File: config.mk
export PLATFORM = sky130hd
export DESIGN_NAME = quad_level_counter
export DESIGN_NICKNAME = d
export VERILOG_FILES = /design/src/rtl/quad_level_counter.sv
export SDC_FILE = /design/constraint.sdc
export NUM_CORES = 1
export LEC_CHECK = 0
export CAP_MARGIN = 0
export CORE_MARGIN = 8
export CORE_UTILIZATION = 58
export CTS_CLUSTER_SIZE = 14
export DETAILED_ROUTE_END_ITERATION = 12
export PLACE_DENSITY = 0.82
export SYNTH_ARGS = -nofsm -noshare
export SYNTH_HDL_FRONTEND = slang
export SYNTH_SLANG_ARGS = --single-unit
File: constraint.sdc
create_clock -name clk -period 2.6 [get_ports clk]
set_input_delay 0.26 -clock clk [delete_from_list [all_inputs] [get_ports clk]]
set_output_delay 0.26 -clock clk [all_outputs]
set_load 0.1 [all_outputs]
File: src/rtl/quad_level_counter.sv
// Quadrature encoder front end: sync, glitch filter, Gray-cycle
// tracking and saturating, accelerated level count.
module quad_level_counter #(
  parameter int width     = 8,
  parameter int filt_len  = 4,
  parameter int fast_gap  = 1024,
  parameter int fast_step = 4
) (
  input  logic             clk,
  input  logic             reset,
  input  logic             a,
  input  logic             b,
  input  logic             err_clr,
  output logic [width-1:0] value,
  output logic             dir,
  output logic             step_pulse,
  output logic             err
);

  localparam int fw = $clog2(filt_len + 1);
  localparam int gw = $clog2(fast_gap + 1);
  localparam logic [fw-1:0] f_last = fw'(filt_len - 1);
  localparam logic [gw-1:0] g_max = gw'(fast_gap);
  localparam logic [width:0] v_max = {1'b0, {width{1'b1}}};
  localparam logic [width:0] v_fast = (width + 1)'(fast_step);

  typedef enum logic [1:0] {
    ph_00 = 2'b00,
    ph_01 = 2'b01,
    ph_10 = 2'b10,
    ph_11 = 2'b11
  } phase_t;

  function automatic phase_t cw_next(input phase_t p);
    unique case (p)
      ph_11:   cw_next = ph_10;
      ph_10:   cw_next = ph_00;
      ph_00:   cw_next = ph_01;
      default: cw_next = ph_11;
    endcase
  endfunction

  logic [1:0] sa, sb;
  logic [1:0] s, f;
  logic [fw-1:0] fc [2];

  always_ff @(posedge clk or negedge reset) begin
    if (!reset) begin
      sa <= 2'b11;
      sb <= 2'b11;
    end else begin
      sa <= {sa[0], a};
      sb <= {sb[0], b};
    end
  end

  assign s = {sa[1], sb[1]};

  always_ff @(posedge clk or negedge reset) begin
    if (!reset) begin
      f     <= 2'b11;
      fc[0] <= '0;
      fc[1] <= '0;
    end else begin
      for (int i = 0; i < 2; i++) begin
        if (s[i] == f[i]) begin
          fc[i] <= '0;
        end else if (fc[i] == f_last) begin
          f[i]  <= s[i];
          fc[i] <= '0;
        end else begin
          fc[i] <= fc[i] + 1'b1;
        end
      end
    end
  end

  phase_t            ph_q, ph_d;
  logic signed [2:0] pos_q, pos_n;
  logic [gw-1:0]     gap_q, gap_n;
  logic [width-1:0]  val_n;
  logic              dir_n, err_n;
  logic              det_cw, det_ccw, det;
  logic [1:0]        chg;
  logic              one, both, arrive, fwd;
  logic [width:0]    step, sum, diff;

  assign ph_d   = phase_t'(f);
  assign chg    = ph_d ^ ph_q;
  assign one    = ^chg;
  assign both   = &chg;
  assign arrive = one & (ph_d == ph_11);
  assign fwd    = (ph_d == cw_next(ph_q));

  always_comb begin
    pos_n   = pos_q;
    det_cw  = 1'b0;
    det_ccw = 1'b0;
    err_n   = err_clr ? 1'b0 : err;
    unique case (1'b1)
      both: begin
        err_n = 1'b1;
        pos_n = '0;
      end
      arrive: begin
        det_cw  = (pos_q == 3'sd3);
        det_ccw = (pos_q == -3'sd3);
        pos_n   = '0;
      end
      (one & !arrive & fwd):  pos_n = pos_q + 3'sd1;
      (one & !arrive & !fwd): pos_n = pos_q - 3'sd1;
      default: ;
    endcase
  end

  // A detent is fast only if the previous one was under fast_gap ago
  always_comb begin
    det   = det_cw | det_ccw;
    step  = (gap_q < g_max) ? v_fast : {{width{1'b0}}, 1'b1};
    sum   = {1'b0, value} + step;
    diff  = {1'b0, value} - step;
    val_n = value;
    dir_n = dir;
    gap_n = (gap_q == g_max) ? gap_q : gap_q + 1'b1;
    if (det_cw) begin
      val_n = (sum > v_max) ? v_max[width-1:0] : sum[width-1:0];
      dir_n = 1'b1;
    end
    if (det_ccw) begin
      val_n = diff[width] ? '0 : diff[width-1:0];
      dir_n = 1'b0;
    end
    if (det) gap_n = '0;
  end

  always_ff @(posedge clk or negedge reset) begin
    if (!reset) begin
      ph_q       <= ph_11;
      pos_q      <= '0;
      gap_q      <= g_max;
      value      <= '0;
      dir        <= 1'b0;
      step_pulse <= 1'b0;
      err        <= 1'b0;
    end else begin
      ph_q       <= ph_d;
      pos_q      <= pos_n;
      gap_q      <= gap_n;
      value      <= val_n;
      dir        <= dir_n;
      step_pulse <= det;
      err        <= err_n;
    end
  end

endmodule

==> impl_metrics.csv, run 1 <==
group,metric,value,unit
sta,holdWs,0.0608,ns
sta,finClkSkew,0.00436,ns
floorplanning,rows,22,
sta,final_max_slew_viol_count,0,
placed_design,hpwl,3090,µm
layout,area_delta_synth_final,14.2,%
critical_path,critPathKind,"register to register",
clock_tree,cts_tree,"built",
layout,final_cells,287,
floorplanning,core,3610,µm²
hold_path,min_path_type,"input pin to asynchronous set/reset pin",
sta,finalSetupTns,0,ns
clock_tree,path_clk_slew,0.08,ns
critical_path,cp.buffers_inverters,0,
power_and_ir_drop,irDropWorstVdd,0.487,mV
layout,nets,256,
clock_tree,post_cts_resized,0,
sta,layout_worst_path_cycle_share,0.946,
synthesis,synth_largest_area_cell,"dfrtp_1",
synthesis,yosysSeqAreaShare,0.460,
placed_design,postPlaceCellArea,2290,µm²
synthesis,async_flop_share,1.00,
synthesis,synth-xor-area-share,0.0653,
layout,multi_input_area,1070,µm²
synthesis,synth.area.top_cells,"dfrtp_1 (35%), dfstp_2 (11%), ha_1 (7.0%), xor2_1 (3.7%), nor2_1 (3.1%)",
floorplanning,die_y,76.8,µm
critical_path,cp_slowest_cell,"dfstp_2",
synthesis,synth_warnings,0,
sta,worstMarginPinSlew,0.830,ns
clock_tree,cts-htree-levels,2,
critical_path,r2r_cells,7,
layout,final_area,2450,µm²
routing,first_pass_iters,4,
floorplanning,die_area,5900,µm²
synthesis,syn_area,2150,µm²
floorplanning,initial_core_util,0.595,
clock_tree,cts.path.max_buffers,2,
floorplanning,chipWidth,76.8,µm
routing,drcViolationCount,0,
sta,fmax,406,MHz
synthesis,synth-seq-cells,39,
grt,grt_pass1_vias,1602,
critical_path,worstSetupStartpointType,"register",
routing,detail-route-antenna-nets,0,
sta,rsz0062_at_grt,"no",
clock_tree,clock_latency,0.29,ns
grt,gr-total-overflow,0,
outcome,status,"finished clean",
critical_path,worst_ep_arrival_time,2.63,ns
synthesis,syn_inst,213,
sta,final-hold-violation-count,0,
critical_path,end_kind,"register",
flow_run,cap_violations,0,
routing,wl_per_cell,14.9,µm
critical_path,worstPathMaxFanout,8,
critical_path,cp.depth,7,
clock_tree,cts_made_buffers,5,
power_and_ir_drop,powerDensity,1230,nW/µm²
synthesis,avgSynthCellArea,10.1,µm²
clock_tree,clock-sinks,39,
routing,drt_iter0_drc,129,
layout,antennaDiodeCount,0,
power_and_ir_drop,p_leak,1.14,nW
routing,via_per_inst,5.73,
placed_design,io_buffer_count,15,
layout,fill_cells,285,
grt,grt_first_pass_wirelength,7370,µm
layout,fin_util,0.680,
critical_path,crit_family,"simple AND/OR/NAND/NOR gates",
critical_path,slowest_delay,0.63,ns
synthesis,synth_edf_count,0,
placed_design,dp.cells,273,
grt,grt_start_max_net_pins,40,
layout,drive_gt1_frac,0.197,
synthesis,yosys.area_share.simple,0.207,
grt,grt_usage,0.153,
synthesis,synth_top_family_by_area,"simple AND/OR/NAND/NOR gates",
synthesis,yosys_most_used_dff,"dfrtp_1",
critical_path,cp.required,2.77,ns
sta,setup_viol,0,
synthesis,synth_fa_ha_area_frac,0.0793,
routing,routed_wl,4270,µm
grt,grt_antenna_before_repair,0,
clock_tree,root_buffer,"clkbuf_8",
layout,regArea,987,µm²
placed_design,place.gp.congestion,0.920,
synthesis,muxShareOfSynthArea,0.0198,
sta,fin_crit,2.46,ns
sta,relSlewSlack,0.447,
floorplanning,ios,16,
synthesis,synth.distinct_cells,50,
critical_path,crit_chain,"xor2_1, ha_1, and4_4, nand2_4, or4_4, o311ai_1, o21ai_1",
synthesis,yosys.area.top_type_share,0.350,
synthesis,syn_nets,231,
synthesis,synth_compound_area_frac,0.126,
routing,vias,1644,
## report_power, final
part | total, mW | internal [mW] | switching (mW)
Clock | 0.506 | 0.286 | 0.221
Sequential | 1.05 | 0.819 | 0.227
Combinational | 1.45 | 0.560 | 0.893
Total | 3.01 | 1.66 | 1.34
## final cells by class
cell class / instances / share of cell area
multi-input combinational: 157 / 0.436
sequential: 39 / 0.403
timing repair buffer: 23 / 0.0724
clock buffer: 5 / 0.0281
tap: 48 / 0.0245
inverter: 12 / 0.0184
clock inverter: 3 / 0.0179
## synth_stat cells (6+ instances only)
cell / n
nand2_1: 13
a21oi_1: 11
ha_1: 12
nand3_1: 6
xnor2_1: 7
dfrtp_1: 30
dfstp_2: 9
nor2b_1: 7
inv_1: 12
nor2_1: 18
nand2b_1: 6
nor3_1: 11
o21ai_0: 7
xor2_1: 9
## kinds of logic (layout without fill, tap and decap cells)
logic type / count (synthesis) / count (layout)
flops: 39 / 39
simple gates: 82 / 82
fa+ha+maj: 13 / 13
compound gates: 42 / 42
buf+inv: 17 / 43
xor+xnor: 16 / 16
mux: 4 / 4
## through the flow
step,power [mW],setup slack [ns]
after floorplan,2.16,0.0127
after global placement,2.37,0.257
after detailed placement,2.43,0.174
after CTS,2.95,0.122
after global routing,3.22,0.00235
final,3.01,0.140
## cell usage in the layout (no fill, tap or decap), types with 2 or more instances in the layout
cell type        instances
nor2_1                  18
o21ai_0                  7
nor3b_1                  2
ha_1                    12
nor2b_1                  7
a21oi_1                 11
dfstp_2                  9
and3_1                   2
nor3_1                  11
mux2_2                   2
or3_1                    2
o21ai_1                  2
a311oi_1                 3
mux2i_1                  2
clkbuf_8                 5
a31oi_1                  2
nand4_1                  4
o31ai_1                  2
clkdlybuf4s50_1          3
o22ai_1                  3
xor2_1                   9
nand2b_1                 6
a21o_1                   3
nand2_1                 13
nand3_1                  6
buf_4                   19
dfrtp_1                 30
inv_1                   12
and2_1                   2
xnor2_1                  7
## sequential cells by signal (all words and copies together), names as in the netlist
name and cells:
err 1, sa 2, ph_q 2, pos_q 3
gap_q 11, dir 1, fc 6, f 2
value 8, sb 2, step_pulse 1
## final timing paths
check                            from        to  slack, ns
min in group clk                sa[0]     sa[1]       0.36
worst min-delay path            reset     fc[2]       0.06
worst max-delay path             f[0]  value[0]       0.14
max in group asynchronous       reset  gap_q[8]       2.02
worst min register to register  sa[0]     sa[1]       0.36
worst max register to register   f[0]  value[0]       0.14
## layer usage
metal / part of all wire / GRT usage / vias up
li1: - / - / 795
met1: 0.45 / 0.186 / 801
met2: 0.48 / 0.237 / 39
met3: 0.045 / 0.0513 / 9
met4: 0.022 / 0.0731 / 0
met5: 0 / 0 / -
## what timing repair did
| item | 4_1_cts | 5_1_grt |
|---|---|---|
| setup endpoints to repair | 0 | 1 |
| setup buffers | 0 | 6 |
| hold buffers | 0 | 0 |
Power figures use the tool's default switching activity.
==> run 2: changes to the inputs <==
--- a/config.mk
+++ b/config.mk
@@ -8,7 +8,7 @@
 export CAP_MARGIN = 0
 export CORE_MARGIN = 8
 export CORE_UTILIZATION = 58
-export CTS_CLUSTER_SIZE = 14
+export CTS_CLUSTER_SIZE = 20
 export DETAILED_ROUTE_END_ITERATION = 12
 export PLACE_DENSITY = 0.82
 export SYNTH_ARGS = -nofsm -noshare
==> results of run 2 <==
No change in the layout: final DEF, timing and power equal those of run 1.
==> run 3: changes to the inputs <==
--- a/config.mk
+++ b/config.mk
@@ -14,3 +14,4 @@
 export SYNTH_ARGS = -nofsm -noshare
 export SYNTH_HDL_FRONTEND = slang
 export SYNTH_SLANG_ARGS = --single-unit
+export TNS_END_PERCENT = 20
==> constraint.sdc (replaced) <==
create_clock -name clk -period 2.35 [get_ports clk]
set_input_delay 0.235 -clock clk [delete_from_list [all_inputs] [get_ports clk]]
set_output_delay 0.235 -clock clk [all_outputs]
set_load 0.1 [all_outputs]
==> impl_metrics.csv, run 3 (synthesis gave the netlist of run 1 again) <==
group,metric,value,unit
grt,grt_antenna_before_repair,0,
flow_run,cap_violations,0,
routing,routed_wl,4050,µm
outcome,status,"finished clean",
critical_path,cp_slowest_cell,"dfstp_2",
routing,wl_per_cell,14.2,µm
grt,gr-total-overflow,0,
placed_design,place.gp.congestion,0.928,
clock_tree,root_buffer,"clkbuf_8",
floorplanning,initial_core_util,0.595,
grt,grt_start_max_net_pins,40,
layout,antennaDiodeCount,0,
sta,worstMarginPinSlew,0.823,ns
floorplanning,chipWidth,76.8,µm
clock_tree,cts_made_buffers,5,
clock_tree,clock-sinks,39,
grt,grt_pass1_vias,1582,
floorplanning,die_y,76.8,µm
layout,layout_common_cells,"dfrtp_1 (27), nor2_1 (18), buf_4 (17), nand2_1 (13)",
critical_path,worstPathMaxFanout,4,
layout,top_register,"gap_q",
clock_tree,clock_latency,0.30,ns
layout,drive_gt1_frac,0.211,
critical_path,worstSetupStartpointType,"register",
critical_path,worst_ep_arrival_time,2.41,ns
critical_path,crit_start,"ph_q[0]",
sta,finClkSkew,0.0164,ns
routing,vias,1602,
layout,largest_reg_flops,11,
layout,final_area,2450,µm²
power_and_ir_drop,powerDensity,1320,nW/µm²
clock_tree,path_clk_slew,0.09,ns
sta,final_max_slew_viol_count,0,
sta,fmax,450,MHz
routing,drt_iter0_drc,108,
critical_path,cp.required,2.54,ns
clock_tree,cts-htree-levels,2,
floorplanning,rows,22,
placed_design,pre_cts_ws,0.121,ns
placed_design,io_buffer_count,15,
layout,final_common_cell,"dfrtp_1",
power_and_ir_drop,irDropWorstVdd,0.561,mV
clock_tree,cts_tree,"built",
grt,grt_usage,0.147,
routing,via_per_inst,5.62,
critical_path,regToRegStartpoint,"ph_q[0]",
critical_path,reg2reg_slack,0.13,ns
sta,setup_viol,0,
routing,first_pass_iters,4,
power_and_ir_drop,finalPower,3.22,mW
power_and_ir_drop,p_leak,1.12,nW
layout,top_regs,"gap_q (11), value (8), fc (6)",
sta,fin_crit,2.22,ns
clock_tree,cts.path.max_buffers,2,
layout,nets,254,
critical_path,crit_chain,"xor2_2, ha_1, and4_4, nand2_4, or4_4, o311ai_1, o21ai_1",
sta,relSlewSlack,0.451,
layout,fin_util,0.678,
sta,finalSetupTns,0,ns
floorplanning,die_area,5900,µm²
placed_design,hpwl,2880,µm
critical_path,end_kind,"register",
sta,holdWs,0.0292,ns
layout,multi_input_area,1080,µm²
floorplanning,ios,16,
placed_design,dp.cells,277,
hold_path,min_path_type,"input pin to asynchronous set/reset pin",
layout,regArea,991,µm²
critical_path,slowest_delay,0.58,ns
critical_path,critPathKind,"register to register",
sta,layout_setup_ws,0.129,ns
layout,final_cells,285,
routing,detail-route-antenna-nets,0,
sta,layout_worst_path_cycle_share,0.945,
layout,area_delta_synth_final,13.9,%
grt,grt_first_pass_wirelength,7200,µm
sta,rsz0062_at_grt,"no",
routing,drcViolationCount,0,
layout,fill_cells,282,
floorplanning,core,3610,µm²
sta,final-hold-violation-count,0,
placed_design,postPlaceCellArea,2330,µm²
run 3: cell type report:
class,count,area share
well taps,48,0.0246
clock buffers,7,0.0394
inverters,12,0.0184
flip-flops and latches,39,0.405
repair buffers,21,0.0665
clock inverters,1,0.00307
multi-input cells,157,0.443
run 3: what timing repair did:
action,4_1_cts,5_1_grt
setup buffers,0,0
gates resized for setup,0,2
setup endpoints to repair,0,4
hold buffers,0,0
endpoints found under the hold margin,0,0
run 3: routing by layer:
layer	share of wire	global-route usage	vias to the layer above	wire, µm
met4	0.020	0.0750	0	82
met2	0.48	0.229	46	1950
met5	0	0	-	0
met3	0.057	0.0443	9	231
met1	0.44	0.179	752	1790
li1	-	-	795	-
run 3: worst max-delay path, delay by kind of cell (launching register included):
kind | cells | cell delay [ns]
fa+ha+maj | 1 | 0.33
simple gates | 3 | 0.81
compound gates | 2 | 0.32
flops | 1 | 0.58
xor+xnor | 1 | 0.08
run 3: report_power, final:
| group | internal [mW] | switching, mW | total, mW |
|---|---|---|---|
| clock network | 0.267 | 0.237 | 0.504 |
| registers | 0.908 | 0.225 | 1.13 |
| logic | 0.588 | 0.998 | 1.59 |
| total | 1.76 | 1.46 | 3.22 |
run 3: worst paths after layout:
path / cells past startpoint / end
max: 7 / value[0]
min reg2reg: 0 / sb[1]
max reg2reg: 7 / value[0]
min: 1 / gap_q[1]
max in group asynchronous: 1 / value[1]
min in group clk: 1 / sa[0]
